[config.mk]
export PLATFORM = sky130hd
export DESIGN_NAME = hms_counter
export DESIGN_NICKNAME = d
export VERILOG_FILES = /design/src/rtl/timer_pkg.sv /design/src/rtl/mod_counter_stage.sv /design/src/rtl/hms_counter.sv
export SDC_FILE = /design/constraint.sdc
export NUM_CORES = 1
export LEC_CHECK = 0
export CORE_ASPECT_RATIO = 2
export CORE_MARGIN = 5
export CORE_UTILIZATION = 49
export DETAILED_ROUTE_END_ITERATION = 12
export MAX_ROUTING_LAYER = met4
export PLACE_DENSITY_LB_ADDON = 0.3
export SYNTH_ARGS = -nofsm -noshare
export SYNTH_HDL_FRONTEND = slang
export SYNTH_SLANG_ARGS = --single-unit
[constraint.sdc]
create_clock -name clk -period 1.95 [get_ports clk]
set_input_delay 0.39 -clock clk [delete_from_list [all_inputs] [get_ports clk]]
set_output_delay 0.39 -clock clk [all_outputs]
set_load 0.1 [all_outputs]
[src/rtl/timer_pkg.sv]
// Shared timekeeping definitions.
// Holds the default moduli for a 24-hour clock, the count-direction
// encoding used on every 'up' input, and a width helper for counters
// that must stay at least one bit wide.
package timer_pkg;

  localparam int DEF_SEC_MOD = 60;
  localparam int DEF_MIN_MOD = 60;
  localparam int DEF_HR_MOD  = 24;

  localparam logic DIR_UP   = 1'b1;
  localparam logic DIR_DOWN = 1'b0;

  // Width needed to hold 0..v-1, never less than one bit.
  function automatic int clog2_min1(input int v);
    return (v > 1) ? $clog2(v) : 1;
  endfunction

endpackage

[src/rtl/mod_counter_stage.sv]
// One modulo-MOD counting stage with up/down direction.
// Ports:
//   clk, rst      clock and synchronous active-high reset
//   clear         synchronous zero
//   load          take load_val (caller has already range-checked it)
//   load_val      value to load
//   step          advance one position this cycle
//   up            DIR_UP counts up, DIR_DOWN counts down
//   value         registered count, always within [0, MOD-1]
//   wrap          combinational: this step passes the terminal value
module mod_counter_stage
  import timer_pkg::*;
#(
  parameter int MOD = DEF_SEC_MOD,
  parameter int W   = clog2_min1(MOD)
) (
  input  logic         clk,
  input  logic         rst,
  input  logic         clear,
  input  logic         load,
  input  logic [W-1:0] load_val,
  input  logic         step,
  input  logic         up,
  output logic [W-1:0] value,
  output logic         wrap
);

  localparam logic [W-1:0] LAST = W'(MOD - 1);

  // Terminal value depends on the direction sampled this cycle.
  logic terminal;
  assign terminal = (up == DIR_UP) ? (value == LAST) : (value == '0);

  // A step that is overridden by reset, clear or load never wraps.
  assign wrap = step && terminal && !rst && !clear && !load;

  always_ff @(posedge clk) begin
    if (rst) begin
      value <= '0;
    end else if (clear) begin
      value <= '0;
    end else if (load) begin
      value <= load_val;
    end else if (step) begin
      if (up == DIR_UP) begin
        value <= terminal ? '0 : value + 1'b1;
      end else begin
        value <= terminal ? LAST : value - 1'b1;
      end
    end
  end

endmodule

[src/rtl/hms_counter.sv]
// Hours/minutes/seconds counter built from three cascaded modulo stages.
// An enable prescaler produces one count tick every CLK_DIV enabled
// cycles; each stage's wrap strobe steps the next stage.
// Ports:
//   clk, rst                   clock and synchronous active-high reset
//   clear                      zero all stages and the prescaler
//   enable                     advance the prescaler
//   up                         DIR_UP / DIR_DOWN, sampled every cycle
//   load, load_sec/min/hr      all-or-nothing parallel load request
//   seconds, minutes, hours    registered counts
//   sec_wrap, min_wrap, day_wrap  combinational wrap strobes of the current tick
//   load_err                   registered one-cycle pulse for a rejected load
module hms_counter
  import timer_pkg::*;
#(
  parameter int SEC_MOD = DEF_SEC_MOD,
  parameter int MIN_MOD = DEF_MIN_MOD,
  parameter int HR_MOD  = DEF_HR_MOD,
  parameter int CLK_DIV = 1,
  localparam int SW = $clog2(SEC_MOD),
  localparam int MW = $clog2(MIN_MOD),
  localparam int HW = $clog2(HR_MOD),
  localparam int DW = clog2_min1(CLK_DIV)
) (
  input  logic          clk,
  input  logic          rst,
  input  logic          clear,
  input  logic          enable,
  input  logic          up,
  input  logic          load,
  input  logic [SW-1:0] load_sec,
  input  logic [MW-1:0] load_min,
  input  logic [HW-1:0] load_hr,
  output logic [SW-1:0] seconds,
  output logic [MW-1:0] minutes,
  output logic [HW-1:0] hours,
  output logic          sec_wrap,
  output logic          min_wrap,
  output logic          day_wrap,
  output logic          load_err
);

  localparam logic [DW-1:0] DIV_LAST = DW'(CLK_DIV - 1);
  // One extra bit so a modulus that is an exact power of two still compares.
  localparam logic [SW:0]   SEC_LIM  = (SW + 1)'(SEC_MOD);
  localparam logic [MW:0]   MIN_LIM  = (MW + 1)'(MIN_MOD);
  localparam logic [HW:0]   HR_LIM   = (HW + 1)'(HR_MOD);

  logic [DW-1:0] div_cnt;
  logic          load_in_range;
  logic          load_ok;
  logic          tick;

  assign load_in_range = ({1'b0, load_sec} < SEC_LIM) &&
                         ({1'b0, load_min} < MIN_LIM) &&
                         ({1'b0, load_hr}  < HR_LIM);
  assign load_ok = load && load_in_range;

  // Any higher-priority action in the same cycle swallows the tick.
  assign tick = enable && (div_cnt == DIV_LAST) && !rst && !clear && !load;

  // Prescaler and load error flag. A rejected load leaves the prescaler alone.
  always_ff @(posedge clk) begin
    if (rst || clear) begin
      div_cnt  <= '0;
      load_err <= 1'b0;
    end else if (load) begin
      if (load_ok) begin
        div_cnt <= '0;
      end
      load_err <= !load_in_range;
    end else begin
      load_err <= 1'b0;
      if (enable) begin
        div_cnt <= (div_cnt == DIV_LAST) ? '0 : div_cnt + 1'b1;
      end
    end
  end

  mod_counter_stage #(.MOD(SEC_MOD), .W(SW)) u_sec (
    .clk      (clk),
    .rst      (rst),
    .clear    (clear),
    .load     (load_ok),
    .load_val (load_sec),
    .step     (tick),
    .up       (up),
    .value    (seconds),
    .wrap     (sec_wrap)
  );

  mod_counter_stage #(.MOD(MIN_MOD), .W(MW)) u_min (
    .clk      (clk),
    .rst      (rst),
    .clear    (clear),
    .load     (load_ok),
    .load_val (load_min),
    .step     (sec_wrap),
    .up       (up),
    .value    (minutes),
    .wrap     (min_wrap)
  );

  mod_counter_stage #(.MOD(HR_MOD), .W(HW)) u_hr (
    .clk      (clk),
    .rst      (rst),
    .clear    (clear),
    .load     (load_ok),
    .load_val (load_hr),
    .step     (min_wrap),
    .up       (up),
    .value    (hours),
    .wrap     (day_wrap)
  );

endmodule

==> results of run 1 <==
[placed cells by master, fill, tap and decap left out, types with 3 or more instances in the layout]
cell type | Yosys | final
nand2_1 | 22 | 22
o21ai_1 | 2 | 3
o211ai_1 | 4 | 4
inv_1 | 8 | 6
clkbuf_8 | 0 | 4
dfxtp_4 | 0 | 11
o21ai_0 | 16 | 15
or3_1 | 4 | 4
clkdlybuf4s50_1 | 0 | 19
dfxtp_2 | 0 | 6
nand3_1 | 14 | 13
nand3_2 | 3 | 3
o22ai_1 | 3 | 3
and3_1 | 6 | 6
ha_1 | 8 | 5
dlygate4sd2_1 | 0 | 3
a211oi_1 | 4 | 4
a31oi_1 | 6 | 6
ha_4 | 0 | 3
buf_4 | 2 | 61
buf_12 | 0 | 15
nor2_1 | 18 | 14
nor3_1 | 6 | 5
nand4_1 | 8 | 8
a21oi_1 | 20 | 20
[power by group]
group | internal, W | total, W | switching [W]
combinational | 0.000238 | 0.000547 | 0.000308
sequential | 0.000374 | 0.000405 | 0.0000313
clock | 0.000180 | 0.000320 | 0.000140
[worst min-delay path, cell delays in order (launching register included)]
cell and delay [ps]:
dfxtp_2 360, nand4_1 80, nand3_1 70
[stage by stage]
step / instances / util / power (W)
5_1_grt: 352 / 0.837 / 0.00131
6_report: 352 / 0.837 / 0.00127
4_1_cts: 345 / 0.813 / 0.00123
2_1_floorplan: 234 / - / 0.000703
3_3_place_gp: 331 / 0.768 / 0.000895
3_5_place_dp: 331 / 0.768 / 0.000904
[flip-flops by register name, indices dropped and copies added, names as in the netlist]
signal / count
u_sec.value: 6
load_err: 1
u_hr.value: 5
u_min.value: 6
[how the worst max path moves through the flow]
stage,start,to,slack (ps),depth (start not counted)
detailed placement,up,day_wrap,-330,7
finish,u_min.value[0]$_SDFFE_PP0P_,day_wrap,-210,6
CTS,u_min.value[0]$_SDFFE_PP0P_,day_wrap,-210,6
floorplan,u_min.value[4]$_SDFFE_PP0P_,day_wrap,-620,6
global placement,up,day_wrap,-280,7
global route,u_min.value[4]$_SDFFE_PP0P_,day_wrap,-260,6
[cell families (layout without fill, tap and decap cells)]
group	count (synthesis)	in the layout
flip-flops	18	18
multiplexers	2	2
XOR/XNOR	4	4
buffers and inverters	28	114
AO/OA/AOI/OAI	72	72
adder cells (fa/ha/maj)	8	8
AND/OR/NAND/NOR	102	102
[layer usage]
layer	up-vias	wire (um)
met1	1088	2400
met3	35	323
li1	1039	-
met4	0	289
met5	-	0
met2	114	3730
[area by class of cell]
class / instances / share of cell area
Clock buffer: 4 / 0.0195
Inverter: 10 / 0.0159
Multi-Input combinational cell: 188 / 0.453
Sequential cell: 18 / 0.145
Tap cell: 32 / 0.0142
Timing Repair Buffer: 100 / 0.353
[repair_timing]
item                       in CTS  in global routing
pin swaps                       3                  5
setup endpoints to repair       3                  7
setup buffers                  10                  7
gates resized for setup        10                  8
==> results.sh, run 1 <==
export IMPL_status="finished, violations left"
export IMPL_violations="negative setup slack"
export IMPL_fillerInstances=199
export IMPL_vias=2276
export IMPL_seq_area_sq_um=409
export IMPL_synth_edf_count=0
export IMPL_syn_num_nets=265
export IMPL_synthSimpleGateAreaFrac=0.334
export IMPL_die_y_um=93.2
export IMPL_htreeDepth=1
export IMPL_grt_util_met3=0.0239
export IMPL_die_area_sq_um=4800
export IMPL_clk_pin_slew_worst_paths_ps=70
export IMPL_syn_cell_area_sq_um=1690
export IMPL_critPathKind="reg -> out"
export IMPL_synth_common_cells="22 x nand2_1, 20 x a21oi_1, 18 x dfxtp_1, 18 x nor2_1, 16 x o21ai_0"
export IMPL_holdPathEnd="u_hr.value[1]$_SDFFE_PP0P_"
export IMPL_synthMuxAreaShare=0.0118
export IMPL_fmax_mhz=463
export IMPL_critPathLaunchType="flip-flop"
export IMPL_finalHoldViolCount=0
export IMPL_cp_slowest_stage_delay_ps=400
export IMPL_cpMaxStageDelayCell="or3b_4"
export IMPL_cts_max_path_buffers=2
export IMPL_use_met1=0.300
export IMPL_die_x_um=51.6
export IMPL_synth_top_cell_area_share=0.213
export IMPL_rr_endpoint="u_hr.value[2]$_SDFFE_PP0P_"
export IMPL_cp_cell_sequence="ha_4 -> or3b_4 -> o22ai_4 -> nand2_4 -> nor3_4 -> buf_12"
export IMPL_synth_fa_ha_area_frac=0.0591
export IMPL_cp_top_family="simple AND/OR/NAND/NOR gates"
export IMPL_fin_nets=352
export IMPL_final_max_slew_viol_count=0
export IMPL_antenna_found_initial=0
export IMPL_drt_wl_total_um=6740
export IMPL_reg2reg_depth=9
export IMPL_drtIter0Drc=82
export IMPL_holdBufCountCts=0
export IMPL_design_core_area_sq_um=3380
export IMPL_syn2layout_area_growth_pct=66.9
export IMPL_grt_pass1_vias=2221
export IMPL_gr_total_overflow=0
export IMPL_arrival_ps=1770
export IMPL_grt_max_degree=20
export IMPL_fin_ws_ps=-212
export IMPL_grt_pass1_wl_um=10400
export IMPL_holdPathStages=2
export IMPL_synth_largest_area_cell="dfxtp_1"
export IMPL_avgSynthCellArea_sq_um=7.24
export IMPL_cts_made_buffers=3
export IMPL_ys_seq_area_frac=0.213
export IMPL_met2_usage=0.513
export IMPL_wl_per_cell_um=19.1
export IMPL_maxSlewHeadroom=0.771
export IMPL_start_util=0.501
export IMPL_cts_root_buf="clkbuf_8"
export IMPL_worst_skew_pair_late_latency_ps=260
export IMPL_postSynthCellCount=234
export IMPL_drtAntennaViolNets=0
export IMPL_ys_flop_type="dfxtp_1"
export IMPL_ys_async_sr_fraction=0
export IMPL_synth_top_family_by_area="simple AND/OR/NAND/NOR gates"
export IMPL_end_kind="output port"
export IMPL_top_usage_layer="met2"
export IMPL_synth_compound_area_frac=0.278
export IMPL_pre_cts_ws_ps=-330
export IMPL_fin_area_sq_um=2830
export IMPL_track_usage=0.285
export IMPL_layout_drive_gt1_share=0.394
export IMPL_crit_required_ps=1560
export IMPL_gp_congestion=0.921
export IMPL_fin_worst_skew_ps=3.16
export IMPL_drv_cap=0
export IMPL_worstMarginPinSlew_ps=340
export IMPL_cts_tree="built"
export IMPL_period_needed_ps=2160
export IMPL_via_per_inst=6.47
export IMPL_io_pins=44
export IMPL_synth_warnings=0
export IMPL_synth_most_common_cell="nand2_1"
export IMPL_cp_num_buf_inv=1
export IMPL_hold_ws_ps=549
export IMPL_timing_rr_start="u_min.value[0]$_SDFFE_PP0P_"
export IMPL_antenna_cells=0
export IMPL_synth_cell_types=57
export IMPL_multi_input_area_sq_um=1280
export IMPL_synth_area_leaders="dfxtp_1 21%, a21oi_1 5.9%, ha_1 5.9%, nand2_1 4.9%, o21ai_0 4.7%"
export IMPL_hp_class="reg -> reg"
export IMPL_post_route_period_util=1.11
export IMPL_r2r_slack_ps=50
export IMPL_powerDensity_nw_per_um2=450
export IMPL_cts_sinks=18
export IMPL_io_buffers=43
export IMPL_drcViolationCount=0
export IMPL_setup_violations_final=3
export IMPL_hold_start="u_hr.value[1]$_SDFFE_PP0P_"
export IMPL_ir_worst_vdd_uv=509
export IMPL_postPlaceCellArea_sq_um=2590
export IMPL_grt_setup_unrepaired="true"
export IMPL_drt_pre_antenna_iters=5
export IMPL_setup_tns_final_ps=-336
export IMPL_dp_hpwl_um=4540
export IMPL_synthXorXnorAreaFrac=0.0207
export IMPL_path_max_fanout=3
export IMPL_std_cell_rows=30
export IMPL_ys_ff_latch=18
export IMPL_power_leakage_nw=1.16
Note: power is estimated with default switching activity, not from simulation.
==> inputs of run 2 (changes only) <==
Settings changed: CORE_UTILIZATION 49 to 35, GPL_TIMING_DRIVEN from default to 0, SLEW_MARGIN from default to 20.
==> run 2 against run 1 <==
Against the previous run:
- the run still ends with negative setup slack left
- highest routed layer unchanged
- maximum frequency shrank 4.0%
- cell count up 3.1%
- core utilization decreased by 28 points
- register-to-register slack about the same
- sequential share of layout area increased by 0.96 points
- clock skew grew 2.9 ps
- non-clock buffer count fell by 14
- critical path type unchanged
- worst hold slack worse by 15 ps
- design area down 6.8%
==> results.sh, run 2 (synthesized netlist as in run 1, its figures left out) <==
export IMPL_worstMarginPinSlew_ps=967
export IMPL_grt_setup_unrepaired="true"
export IMPL_grt_max_degree=11
export IMPL_fin_ws_ps=-302
export IMPL_die_x_um=59.2
export IMPL_endpoint="day_wrap"
export IMPL_cp_top_family="simple AND/OR/NAND/NOR gates"
export IMPL_drtIter0Drc=107
export IMPL_hp_class="reg -> reg"
export IMPL_crit_path_start="u_min.value[0]$_SDFFE_PP0P_"
export IMPL_via_per_inst=5.63
export IMPL_reg2reg_depth=9
export IMPL_io_buffers=43
export IMPL_rr_endpoint="u_hr.value[2]$_SDFFE_PP0P_"
export IMPL_cts_made_buffers=3
export IMPL_vias=2043
export IMPL_track_usage=0.186
export IMPL_p_sw_frac=0.391
export IMPL_cp_cell_sequence="ha_4 -> or3b_4 -> o22ai_4 -> nand2_4 -> nor3_4 -> buf_12"
export IMPL_post_route_period_util=1.15
export IMPL_gr_total_overflow=0
export IMPL_layout_drive_gt1_share=0.291
export IMPL_drtAntennaViolNets=0
export IMPL_design_core_area_sq_um=4770
export IMPL_worst_skew_pair_late_latency_ps=260
export IMPL_start_util=0.355
export IMPL_p_int_w=0.000709
export IMPL_antenna_found_initial=0
export IMPL_syn2layout_area_growth_pct=55.6
export IMPL_timing_rr_start="u_min.value[0]$_SDFFE_PP0P_"
export IMPL_postPlaceCellArea_sq_um=2300
export IMPL_cts_max_path_buffers=2
export IMPL_drt_wl_total_um=5690
export IMPL_setup_tns_final_ps=-576
export IMPL_arrival_ps=1860
export IMPL_die_y_um=108
export IMPL_fillerInstances=479
export IMPL_critical_path_cell_count=6
export IMPL_r2r_slack_ps=40
export IMPL_final_max_slew_viol_count=0
export IMPL_finalHoldViolCount=0
export IMPL_setup_violations_final=3
export IMPL_cts_root_buf="clkbuf_8"
export IMPL_fmax_mhz=444
export IMPL_std_cell_rows=36
export IMPL_fin_area_sq_um=2640
export IMPL_ir_worst_vdd_uv=356
export IMPL_final_cell_mix="28 x buf_4, 22 x nand2_1, 19 x a21oi_1, 19 x clkdlybuf4s50_1, 17 x dlygate4sd2_1"
export IMPL_p_switching_w=0.000456
export IMPL_fin_nets=338
export IMPL_critPathLaunchType="flip-flop"
export IMPL_die_area_sq_um=6420
export IMPL_wl_per_cell_um=15.7
export IMPL_grt_pass1_wl_um=9210
export IMPL_powerDensity_nw_per_um2=442
export IMPL_final_common_cell="buf_4"
export IMPL_io_pins=44
export IMPL_cpMaxStageDelayCell="or3b_4"
export IMPL_violations="negative setup slack"
export IMPL_drcViolationCount=0
export IMPL_cp_slowest_stage_delay_ps=400
export IMPL_gp_congestion=0.929
export IMPL_maxSlewHeadroom=0.358
export IMPL_path_max_fanout=6
export IMPL_power_leakage_nw=1.09
export IMPL_dp_hpwl_um=3940
export IMPL_clk_pin_slew_worst_paths_ps=70
export IMPL_seqPwrFrac=0.340
export IMPL_crit_required_ps=1560
export IMPL_grt_pass1_vias=1964
export IMPL_power_w=0.00116
export IMPL_antenna_cells=0
export IMPL_drv_cap=0
export IMPL_critPathKind="reg -> out"
export IMPL_drt_pre_antenna_iters=4
export IMPL_reg_top3="u_min.value: 6 flops, u_sec.value: 6 flops, u_hr.value: 5 flops"
export IMPL_cts_tree="built"
export IMPL_fin_worst_skew_ps=6.06
export IMPL_period_needed_ps=2250
export IMPL_cp_num_buf_inv=1
export IMPL_combPwrFrac=0.419
export IMPL_pwr_share_clk=0.242
export IMPL_status="finished, violations left"
export IMPL_htreeDepth=1
export IMPL_end_kind="output port"
export IMPL_cts_sinks=18
[run 2: cell types whose count changed in the layout (fill, tap and decap cells not counted), moves of 2 or more]
| cell | change |
|---|---|
| clkbuf_2 | +2 |
| buf_4 | -33 |
| buf_12 | -11 |
| clkbuf_4 | +2 |
| buf_2 | +3 |
| dlymetal6s2s_1 | +2 |
| clkbuf_1 | +5 |
| dlygate4sd2_1 | +14 |
| clkdlybuf4s15_1 | +2 |
| inv_1 | +2 |
[run 2: through the flow]
step                 util  hold slack, ps  instances  setup WS (ps)
finish              0.552             534        363           -302
global route        0.552             594        363           -364
CTS                 0.527             541        354           -307
detailed placement  0.482             532        334          -1590
global placement    0.482             514        334          -1600
floorplan               -             533        234           -615
[run 2: worst min-delay path by stage]
stage	start	endpoint	slack, ps	cells after the start
finish	u_hr.value[1]$_SDFFE_PP0P_	u_hr.value[1]$_SDFFE_PP0P_	530	2
global route	u_hr.value[1]$_SDFFE_PP0P_	u_hr.value[1]$_SDFFE_PP0P_	590	2
CTS	u_hr.value[1]$_SDFFE_PP0P_	u_hr.value[1]$_SDFFE_PP0P_	540	2
detailed placement	u_hr.value[1]$_SDFFE_PP0P_	u_hr.value[1]$_SDFFE_PP0P_	530	2
global placement	u_hr.value[1]$_SDFFE_PP0P_	u_hr.value[1]$_SDFFE_PP0P_	510	2
floorplan	load_min[4]	u_min.value[4]$_SDFFE_PP0P_	530	2
[run 2: cell type report]
| cell class | instances | area, sq um | area share |
|---|---|---|---|
| Multi-Input combinational cell | 188 | 1300 | 0.493 |
| Sequential cell | 18 | 407 | 0.154 |
| Tap cell | 57 | 71.3 | 0.0271 |
| Buffer | 15 | 92.6 | 0.0351 |
| Clock buffer | 4 | 45.0 | 0.0171 |
| Timing Repair Buffer | 71 | 671 | 0.254 |
| Inverter | 10 | 50.0 | 0.0190 |
[run 2: what timing repair did]
action,4_1_cts,5_1_grt
pin swaps,4,12
hold buffers,0,0
endpoints found under the setup margin,35,16
setup buffers,16,12
endpoints found under the hold margin,0,0
resized for setup,53,17
[run 2: layer usage]
| metal | vias up | global-route usage | wire length [um] |
|---|---|---|---|
| met5 | - | - | 0 |
| met1 | 939 | 0.225 | 2270 |
| met2 | 79 | 0.306 | 2810 |
| li1 | 1009 | - | - |
| met3 | 16 | 0.0275 | 438 |
| met4 | 0 | 0.0681 | 164 |
[run 2: power groups by stage]
stage | logic (W) | clock network [W] | registers, W
6_report | 0.000488 | 0.000281 | 0.000396
5_1_grt | 0.000520 | 0.000297 | 0.000398
4_1_cts | 0.000449 | 0.000289 | 0.000392
3_5_place_dp | 0.000431 | 0 | 0.000401
3_3_place_gp | 0.000428 | 0 | 0.000401
2_1_floorplan | 0.000204 | 0 | 0.000500
[run 2: tightest hold or removal path, stage by stage, from the launching register on]
cell and delay (ps):
dfxtp_2 350, nand4_1 70, nand3_1 70
